**src/rtl/shift_reg_sequencer.sv**
```systemverilog
// shift_reg_sequencer
//   Control stage feeding the TMR shift register (three copies plus voter).
//   It takes TX (parallel-in, serial-out) and RX (serial-in, parallel-out)
//   commands on a valid/ready interface. It drives the register's control
//   and data pins for one load cycle (TX only) and then exactly `width`
//   shift cycles. It pulses `done` at the end and returns RX words taken
//   from the voted parallel output.
//
// Ports
//   clk               rising-edge clock
//   rst               asynchronous reset, active low
//   s_valid/s_ready   command handshake
//   s_cmd             0 = TX, 1 = RX
//   s_data            TX word (ignored for RX)
//   abort             synchronous cancel of an active LOAD/SHIFT
//   sdi               serial line in, used by RX
//   reg_enable        register enable
//   reg_load          register load strobe
//   reg_mode          register mode: 11 hold, 10 PISO, 00 SIPO
//   reg_parallel_in   register parallel data (data_q in LOAD only)
//   reg_serial_in     register serial data (sdi during RX shift)
//   reg_parallel_out  voted register contents
//   tx_bit_valid      voted serial_out carries a TX bit this cycle
//   busy              command in progress
//   done              one-cycle completion pulse
//   rx_valid          one-cycle pulse when rx_data has been updated
//   rx_data           last received word
module shift_reg_sequencer #(
  parameter  int width = 128,
  localparam int cw    = $clog2(width + 1)
) (
  input  logic             clk,
  input  logic             rst,
  input  logic             s_valid,
  output logic             s_ready,
  input  logic             s_cmd,
  input  logic [width-1:0] s_data,
  input  logic             abort,
  input  logic             sdi,
  output logic             reg_enable,
  output logic             reg_load,
  output logic [1:0]       reg_mode,
  output logic [width-1:0] reg_parallel_in,
  output logic             reg_serial_in,
  input  logic [width-1:0] reg_parallel_out,
  output logic             tx_bit_valid,
  output logic             busy,
  output logic             done,
  output logic             rx_valid,
  output logic [width-1:0] rx_data
);

  typedef enum logic [1:0] {IDLE, LOAD, SHIFT, DONE} state_t;

  localparam logic [cw-1:0] LAST_BIT = cw'(width - 1);
  localparam logic          CMD_RX   = 1'b1;

  state_t          state, state_nxt;
  logic [cw-1:0]   cnt, cnt_nxt;
  logic [width-1:0] data_q;
  logic            cmd_q;

  // State, counter and command registers
  always_ff @(posedge clk or negedge rst) begin
    if (!rst) begin
      state    <= IDLE;
      cnt      <= '0;
      data_q   <= '0;
      cmd_q    <= 1'b0;
      rx_valid <= 1'b0;
      rx_data  <= '0;
    end else begin
      state    <= state_nxt;
      cnt      <= cnt_nxt;
      if (s_valid && s_ready) begin
        cmd_q  <= s_cmd;
        data_q <= s_data;
      end
      // The register holds in DONE, so parallel_out is the finished word.
      rx_valid <= (state == DONE) && (cmd_q == CMD_RX);
      if ((state == DONE) && (cmd_q == CMD_RX))
        rx_data <= reg_parallel_out;
    end
  end

  // Next-state and register control decode
  always_comb begin
    state_nxt       = state;
    cnt_nxt         = cnt;
    busy            = 1'b1;
    s_ready         = 1'b0;
    reg_enable      = 1'b0;
    reg_load        = 1'b0;
    reg_mode        = 2'b11;
    reg_parallel_in = '0;
    reg_serial_in   = 1'b0;
    tx_bit_valid    = 1'b0;
    done            = 1'b0;
    unique case (state)
      IDLE: begin
        busy    = 1'b0;
        s_ready = 1'b1;
        if (s_valid) begin
          cnt_nxt   = '0;
          state_nxt = (s_cmd == CMD_RX) ? SHIFT : LOAD;
        end
      end
      LOAD: begin
        reg_enable      = 1'b1;
        reg_load        = 1'b1;
        reg_mode        = 2'b10;
        reg_parallel_in = data_q;
        state_nxt       = abort ? IDLE : SHIFT;
      end
      SHIFT: begin
        reg_enable = 1'b1;
        if (cmd_q == CMD_RX) begin
          reg_mode      = 2'b00;
          reg_serial_in = sdi;
        end else begin
          reg_mode     = 2'b10;
          tx_bit_valid = 1'b1;
        end
        cnt_nxt = cnt + 1'b1;
        if (abort)
          state_nxt = IDLE;
        else if (cnt == LAST_BIT)
          state_nxt = DONE;
      end
      DONE: begin
        done      = 1'b1;
        state_nxt = IDLE;
      end
      default: state_nxt = IDLE;
    endcase
  end

endmodule

```
**config.mk**
```make
export PLATFORM = sky130hd
export DESIGN_NAME = shift_reg_sequencer
export DESIGN_NICKNAME = d
export VERILOG_FILES = /design/src/rtl/shift_reg_sequencer.sv
export SDC_FILE = /design/constraint.sdc
export NUM_CORES = 1
export LEC_CHECK = 0
export ABC_AREA = 0
export CELL_PAD_IN_SITES_DETAIL_PLACEMENT = 1
export CELL_PAD_IN_SITES_GLOBAL_PLACEMENT = 1
export CORE_AREA = 2 2 207 209
export CTS_CLUSTER_DIAMETER = 30
export CTS_CLUSTER_SIZE = 30
export DETAILED_ROUTE_END_ITERATION = 8
export DIE_AREA = 0 0 209 211
export PLACE_DENSITY_LB_ADDON = 0.1
export SYNTH_ARGS = -nofsm -noshare
export SYNTH_HDL_FRONTEND = slang
export SYNTH_SLANG_ARGS = --single-unit
```
**constraint.sdc**
```tcl
create_clock -name clk -period 2.1 [get_ports clk]
set_input_delay 0.525 -clock clk [delete_from_list [all_inputs] [get_ports clk]]
set_output_delay 0.525 -clock clk [all_outputs]
set_load 0.005 [all_outputs]
```
# Word level (Yosys, flattened, before mapping)
# Index checks and enable logic that the tools add are counted.
[word_totals]
reg_bits = 268
in_bits = 262
elab_cells = 40
[op_classes]
n_mux = 20
n_reduce_logical = 7
n_eq_ne = 6
n_addsub = 1
[op_table]
columns = ["op", "count"]
rows = [
  ["$mux 128", 1],
  ["$pmux 8 s2", 1],
  ["$mux 2", 6],
  ["$mux 1", 9],
  ["$add 8x1->8 const B", 1],
  ["$eq 8x7->1 const B", 1],
  ["$mux 8", 1],
  ["$pmux 2 s4", 1],
  ["$eq 2x2->1 const B", 2],
  ["$pmux 2 s2", 1],
  ["$reduce_and 2->1", 2],
  ["$ne 3x3->1 const B", 1],
  ["$eq 2x1->1 const B", 1],
  ["$logic_and 1x1->1", 2],
  ["$logic_not 2->1", 1],
  ["$ne 2x2->1 const B", 1],
  ["$reduce_bool 2->1", 1],
  ["$reduce_or 2->1", 1],
]

# Longest topological paths before layout
# Gate-level depths: netlist (run 1).
[logic_depth]
ltp_word = 4
depth_mapped = 8
ltp_nobuf = 6

# Worst setup path before layout (run 1)
# No wires, ideal clock.
[synth_timing]
kind = "register to output"
from = "register state[1]"
to = "output reg_parallel_in[127]"
arrival_time_ns = 1.318
n_path_buf = 2
stages_incl_launch_ff = 6
setup_slack_ns = 0.257
path_cell_list = "dfrtp_1 > inv_1 > ha_1 > clkbuf_1 > clkbuf_1 > and2_1"
[synth_between]
elab_chain_cells = 2
[synth_lines]
columns = ["element", "line_no", "rtl"]
rows = [
  ["start: declaration", "58", "state_t state, state_nxt;"],
  ["start signal: assignment", "73", "state <= state_nxt;"],
  ["$eq 2x1->1", "99", "unique case (state)"],
  ["$mux 128", "99", ""],
  ["end: declaration", "43", "output logic [width-1:0] reg_parallel_in,"],
]
# No other way between the ends.

# Final worst setup path (run 1)
[layout_timing]
from = "register state[0]"
to = "output reg_parallel_in[68]"
# Same word-level chain as after synthesis.

==> results_dict.tcl, run 1 <==
set metrics [dict create \
    yosysTopAreaCell "dfrtp_1" \
    rsz0062_at_grt "yes" \
    layout_commonest_cell "clkdlybuf4s50_1" \
    gate_count_after_technology_mapping 758 \
    synth_compound_gate_area_share_pct 0.641 \
    fin_worst_skew_ns 0.0117 \
    hold_path_start "data_q[74]" \
    average_cell_area_after_synthesis_um2 14.7 \
    cp-start-kind "register" \
    slew_headroom_pct 64.2 \
    grt_pass1_wl_mm 60.5 \
    worstPathRequired_ns 1.57 \
    drt_wl_total_mm 41.7 \
    finalHoldViolCount 0 \
    routedWlPerCell_um 20.6 \
    drc_violations_left 0 \
    critical_path_arrival_ns 1.95 \
    flip_flop_and_latch_count_after_synthesis 268 \
    cp-startpoint "state[0]" \
    dp_hpwl_mm 29.4 \
    vias 8762 \
    vias_in_the_first_global_route 9557 \
    worstSetupPathType "reg2out" \
    cp_cell_sequence "ha_4, buf_12, buf_12, buf_8, buf_6, and2_4, buf_6" \
    netlist_area_mm2 0.0111 \
    die_w_um 209 \
    antenna_found_initial 4 \
    synth.lib_cells_used.distinct 28 \
    grt_overflow_total 0 \
    die_area_mm2 0.0441 \
    drt_first_iter_violations 236 \
    min-delay-path-class "reg2reg" \
    finish.net_count 1679 \
    io-pin-count 528 \
    fp.dieH_um 211 \
    r2r-start "state[0]" \
    synth.yosys.seq_area_share_pct 60.3 \
    synth_top_area_share_pct 60.3 \
    synthesized_area_fraction_occupied_by_adder_cells_pct 0.562 \
    powerDensity_mw_per_mm2 1630 \
    clock_tree.buffer_depth 3 \
    critical_path_peak_fanout 5 \
    firstDrtPassIters 4 \
    main_combinational_cell_family_by_area_after_synthesis "multiplexers" \
    drv_slew 0 \
    final_cycle_share_pct 118 \
    synth_mux_area_share_pct 26.5 \
    drv_cap 0 \
    synth.net_count 1025 \
    postRouteAntennaNets 0 \
    layout_common_cells "389 x clkdlybuf4s50_1, 268 x dfrtp_1, 169 x mux2_2, 148 x buf_6, 125 x and2_4" \
    hold-worst-slack_ns 0.482 \
    p_total_mw 35.1 \
    sink_count 268 \
    synth.area.top_cells "dfrtp_1 60%, mux2_2 17%, mux2_1 9.0%" \
    crit_path_top_delay_cell "dfrtp_1" \
    clock_tree.root_cell "clkbuf_16" \
    yosys.area_share.simple_pct 8.76 \
    highest_clock_frequency_the_design_can_meet_mhz 404 \
    cts_made_buffers 81 \
    max_stage_delay_ns 0.41 \
    end_kind "primary output" \
    ys_warn_count 0 \
    timing.setup.tns_ns -32.55 \
    worst_slew_pin_slew_ns 0.537 \
    number_of_placement_rows 75 \
    detail_route.vias_per_cell 4.33 \
    tritoncts "built" \
    worst_slack_placed_ns -0.160 \
    htree_levels 3 \
    worst_skew_pair.late_latency_ns 0.57 \
    global_route.usage.total_pct 18.4 \
    drive_above_1_share_pct 45.4 \
    layout_min_cycle_time_ns 2.47 \
    failed_checks "negative setup slack" \
    cell_count_after_placement 1823 \
    core_region_area_mm2 0.0418 \
    floorplan.initialDensity_pct 26.7 \
    total_leakage_power_nw 9.41 \
    port_buffers 527 \
    area_growth_synth_to_finish_pct 93.0 \
    cts.reportedPaths.clkPinSlew_ns 0.04 \
    run_status "complete, but fails checks" \
    max-vdd-ir-drop_v 0.000748 \
    grt_max_degree 54 \
    final_cells 2022 \
    place_congestion 0.738 \
    synth-xor-area-share_pct 0.157 \
    setup_ws_ns -0.373 \
    final-setup-viol-count 133 \
]
[cell families (layout without fill, tap and decap cells)]
logic type      Yosys count  count (layout)
compound gates           11              11
simple gates            162             162
fa+ha+maj                 5               5
buf+inv                  48             769
xor+xnor                  2               2
other cells               0               4
flops                   268             268
mux                     262             262
[path summary, 6_finish.rpt]
check,to,cells past startpoint,slack (ns)
max in group asynchronous,rx_data[80],3,1.00
worst max-delay path,reg_parallel_in[68],7,-0.37
worst min register to register,data_q[74],1,0.48
min in group asynchronous,data_q[74],2,0.50
worst min-delay path,data_q[74],1,0.48
worst max register to register,cnt[7],10,0.16
[registers in the layout (all words and copies together), names as in the netlist]
signal    count
data_q      128
cmd_q         1
state         2
rx_data     128
cnt           8
rx_valid      1
[cell usage after synthesis]
library cell	instances
nand2_2	1
or3_1	2
mux2_2	169
nand4_1	3
nor3_1	4
and2_1	129
a32o_1	1
o21ai_0	4
dfrtp_1	268
buf_6	20
xnor2_1	2
ha_1	5
nand3_1	3
nand2_1	4
or2_1	1
buf_4	4
or2_2	2
and3_1	2
nand2b_1	2
nor2_1	8
nor2b_1	1
o311ai_0	3
mux2_1	89
clkbuf_1	15
buf_2	5
inv_1	4
a21oi_1	3
mux2i_1	4
[per-layer routing]
layer  routed length [um]  vias to the layer above  track usage [%]
met2                21500                      344             31.2
li1                     -                     3969                -
met5                   13                        -                0
met3                 3430                       59             7.20
met1                15900                     4388             21.0
met4                  901                        2             6.77
[stage by stage]
stage / utilization, % / instance area (um^2)
global placement: 41.4 / 17300
finish: 51.4 / 21500
global route: 51.4 / 21500
floorplan: - / 11100
detailed placement: 41.4 / 17300
CTS: 49.4 / 20600
[power by group]
group / internal, mW / switching, mW / leakage [nW]
combinational: 8.59 / 4.38 / 4.72
clock: 9.58 / 3.35 / 1.48
sequential: 7.76 / 1.40 / 3.21
[cell type report]
| cell class | instances | area, um^2 |
|---|---|---|
| multi-input combinational | 442 | 4460 |
| inverter | 4 | 22.5 |
| tap | 539 | 674 |
| clock inverter | 29 | 427 |
| antenna | 4 | 10.0 |
| fill | 4101 | 20300 |
| clock buffer | 121 | 2540 |
| timing repair buffer | 615 | 6640 |
| sequential | 268 | 6710 |
[worst max-delay path, delay by kind of cell (launching register included)]
family	cells	cell delay, ns
flops	1	0.41
fa+ha+maj	1	0.22
simple gates	1	0.13
buf+inv	5	0.63
[repair_timing]
action | CTS | global route
buffers inserted | 24 | 16
hold buffers | 1 | 0
setup endpoints to repair | 137 | 142
gates cloned | 5 | 8
gates resized for setup | 502 | 337
pin swaps | 9 | 94
endpoints found under the hold margin | 41 | 0
Note: power is estimated with default switching activity, not from simulation.
==> inputs of run 2 (changes only) <==
Settings changed: CORE_AREA 2 2 207 209 to 2 2 203 205, DIE_AREA 0 0 209 211 to 0 0 205 207, DONT_BUFFER_PORTS set to 1.
==> run 2 against run 1 <==
Effect of this change: the run ends with negative hold slack, negative setup slack left; hold slack worse by 0.81 ns; combinational power is 50% lower; non-clock buffer count decreased by 578; clock skew increased by 0.0015 ns; cell count decreased by 30%; flip-flop and latch count stayed put; sequential share of layout area grew 14 points; via count decreased by 26%; clock-buffer cell count down 23; wire length decreased by 21%; first-iteration DRC count fell by 27%; critical endpoint is now reg_mode[1]; largest power group is now clock.
==> results_dict.tcl, run 2 (same netlist as run 1, synthesis figures left out) <==
set metrics [dict create \
    core_region_area_mm2 0.0404 \
    failed_checks "negative hold slack, negative setup slack" \
    postLayoutCoreUtil_pct 36.9 \
    cp-startpoint "state[0]" \
    antenna_found_initial 6 \
    critical_path_arrival_ns 1.81 \
    cell_count_after_placement 1264 \
    vias 6448 \
    fin_worst_skew_ns 0.0132 \
    r2r-start "state[0]" \
    htree_levels 3 \
    rsz0062_at_grt "yes" \
    vias_in_the_first_global_route 7508 \
    dp_hpwl_mm 22.6 \
    min-delay-path-class "in2async" \
    final-setup-viol-count 132 \
    worstReg2RegEnd "cnt[3]" \
    finalHoldViolCount 268 \
    drt_wl_total_mm 33.1 \
    final_cycle_share_pct 111 \
    drt_first_iter_violations 173 \
    die_area_mm2 0.0424 \
    crit_path_top_delay_cell "dfrtp_2" \
    highest_clock_frequency_the_design_can_meet_mhz 428 \
    io-pin-count 528 \
    max-vdd-ir-drop_v 0.000874 \
    critical_path.top_delay_family "flip-flops" \
    setup_ws_ns -0.238 \
    postRouteAntennaNets 0 \
    firstDrtPassIters 4 \
    cp-start-kind "register" \
    layout_min_cycle_time_ns 2.34 \
    grt_overflow_total 0 \
    tritoncts "built" \
    layout_common_cells "267 x dfrtp_1, 169 x mux2_2, 92 x and2_4, 89 x mux2_1, 78 x clkbuf_16" \
    reg.largest.list "data_q (128), rx_data (128), cnt (8)" \
    end_kind "primary output" \
    drv_cap 0 \
    path_buf_inv 3 \
    finish.net_count 1093 \
    critical_path_capture_point "reg_mode[1]" \
    place_congestion 0.772 \
    max_stage_delay_ns 0.41 \
    detail_route.vias_per_cell 4.53 \
    grt_pass1_wl_mm 47.7 \
    number_of_placement_rows 74 \
    timing.setup.tns_ns -21.81 \
    die_w_um 205 \
    cp_cell_sequence "buf_6, inv_6, ha_4, inv_4, or3_4" \
    drc_violations_left 0 \
    worstPathRequired_ns 1.57 \
    fp.dieH_um 207 \
    worstSetupPathType "reg2out" \
    worst_slew_pin_slew_ns 0.688 \
    sink_count 268 \
    layout_commonest_cell "dfrtp_1" \
    worst_skew_pair.late_latency_ns 0.56 \
    worst_slack_placed_ns 0.164 \
    final_cells 1423 \
    slew_headroom_pct 54.1 \
    drv_slew 0 \
    worst-path-stages 5 \
    total_leakage_power_nw 6.42 \
    cts.reportedPaths.clkPinSlew_ns 0.04 \
    floorplan.initialDensity_pct 27.6 \
    routedWlPerCell_um 23.3 \
    run_status "complete, but fails checks" \
    clock_tree.buffer_depth 3 \
    hold-worst-slack_ns -0.327 \
    r2r_setup_slack_ns 0.14 \
    reg2reg_depth 10 \
    p_total_mw 27.4 \
    clock_tree.root_cell "clkbuf_16" \
    global_route.usage.total_pct 15.0 \
    area_growth_synth_to_finish_pct 33.7 \
    grt_max_degree 269 \
    critical_path_peak_fanout 3 \
    port_buffers 0 \
    cts_made_buffers 73 \
    powerDensity_mw_per_mm2 1840 \
    drive_above_1_share_pct 49.5 \
]
run 2: routing by layer:
metal	global-route usage [%]	vias to the layer above	share of wire, %
met5	0	-	0.082
met4	7.10	4	3.1
met3	6.14	75	9.4
met2	27.2	326	53
met1	14.7	3271	34
li1	-	2772	-
run 2: layout make-up:
cell class	count	area (um^2)
Antenna cell	5	12.5
Tap cell	532	666
Sequential cell	268	6710
Clock inverter	37	450
Multi-Input combinational cell	442	4370
Clock buffer	98	2110
Timing Repair Buffer	37	538
Fill cell	4134	25500
Inverter	4	26.3
run 2: stage by stage:
| stage | hold slack [ns] | area [um^2] |
|---|---|---|
| 2_1_floorplan | 0.229 | 11100 |
| 3_3_place_gp | 0.237 | 11700 |
| 3_5_place_dp | 0.239 | 11700 |
| 4_1_cts | -0.378 | 14600 |
| 5_1_grt | -0.365 | 14900 |
| 6_report | -0.327 | 14900 |
run 2: repair_timing:
action / in CTS / in global routing
endpoints found under the setup margin: 134 / 132
hold endpoints to repair: 268 / 268
pin swaps: 6 / 36
buffers inserted: 9 / 7
gates cloned: 2 / 5
resized for setup: 50 / 76
run 2: worst min path at each step:
stage	end	slack [ns]	cells after the start
final	data_q[22]	-0.33	0
after detailed placement	data_q[18]	0.24	0
after CTS	data_q[4]	-0.38	0
after floorplan	cmd_q	0.23	0
after global placement	data_q[19]	0.24	0
after global routing	data_q[10]	-0.36	0
run 2: power breakdown:
| part | internal, mW | switching (mW) |
|---|---|---|
| combinational | 3.84 | 2.61 |
| clock | 8.00 | 3.27 |
| sequential | 7.77 | 1.88 |
| total | 19.6 | 7.75 |
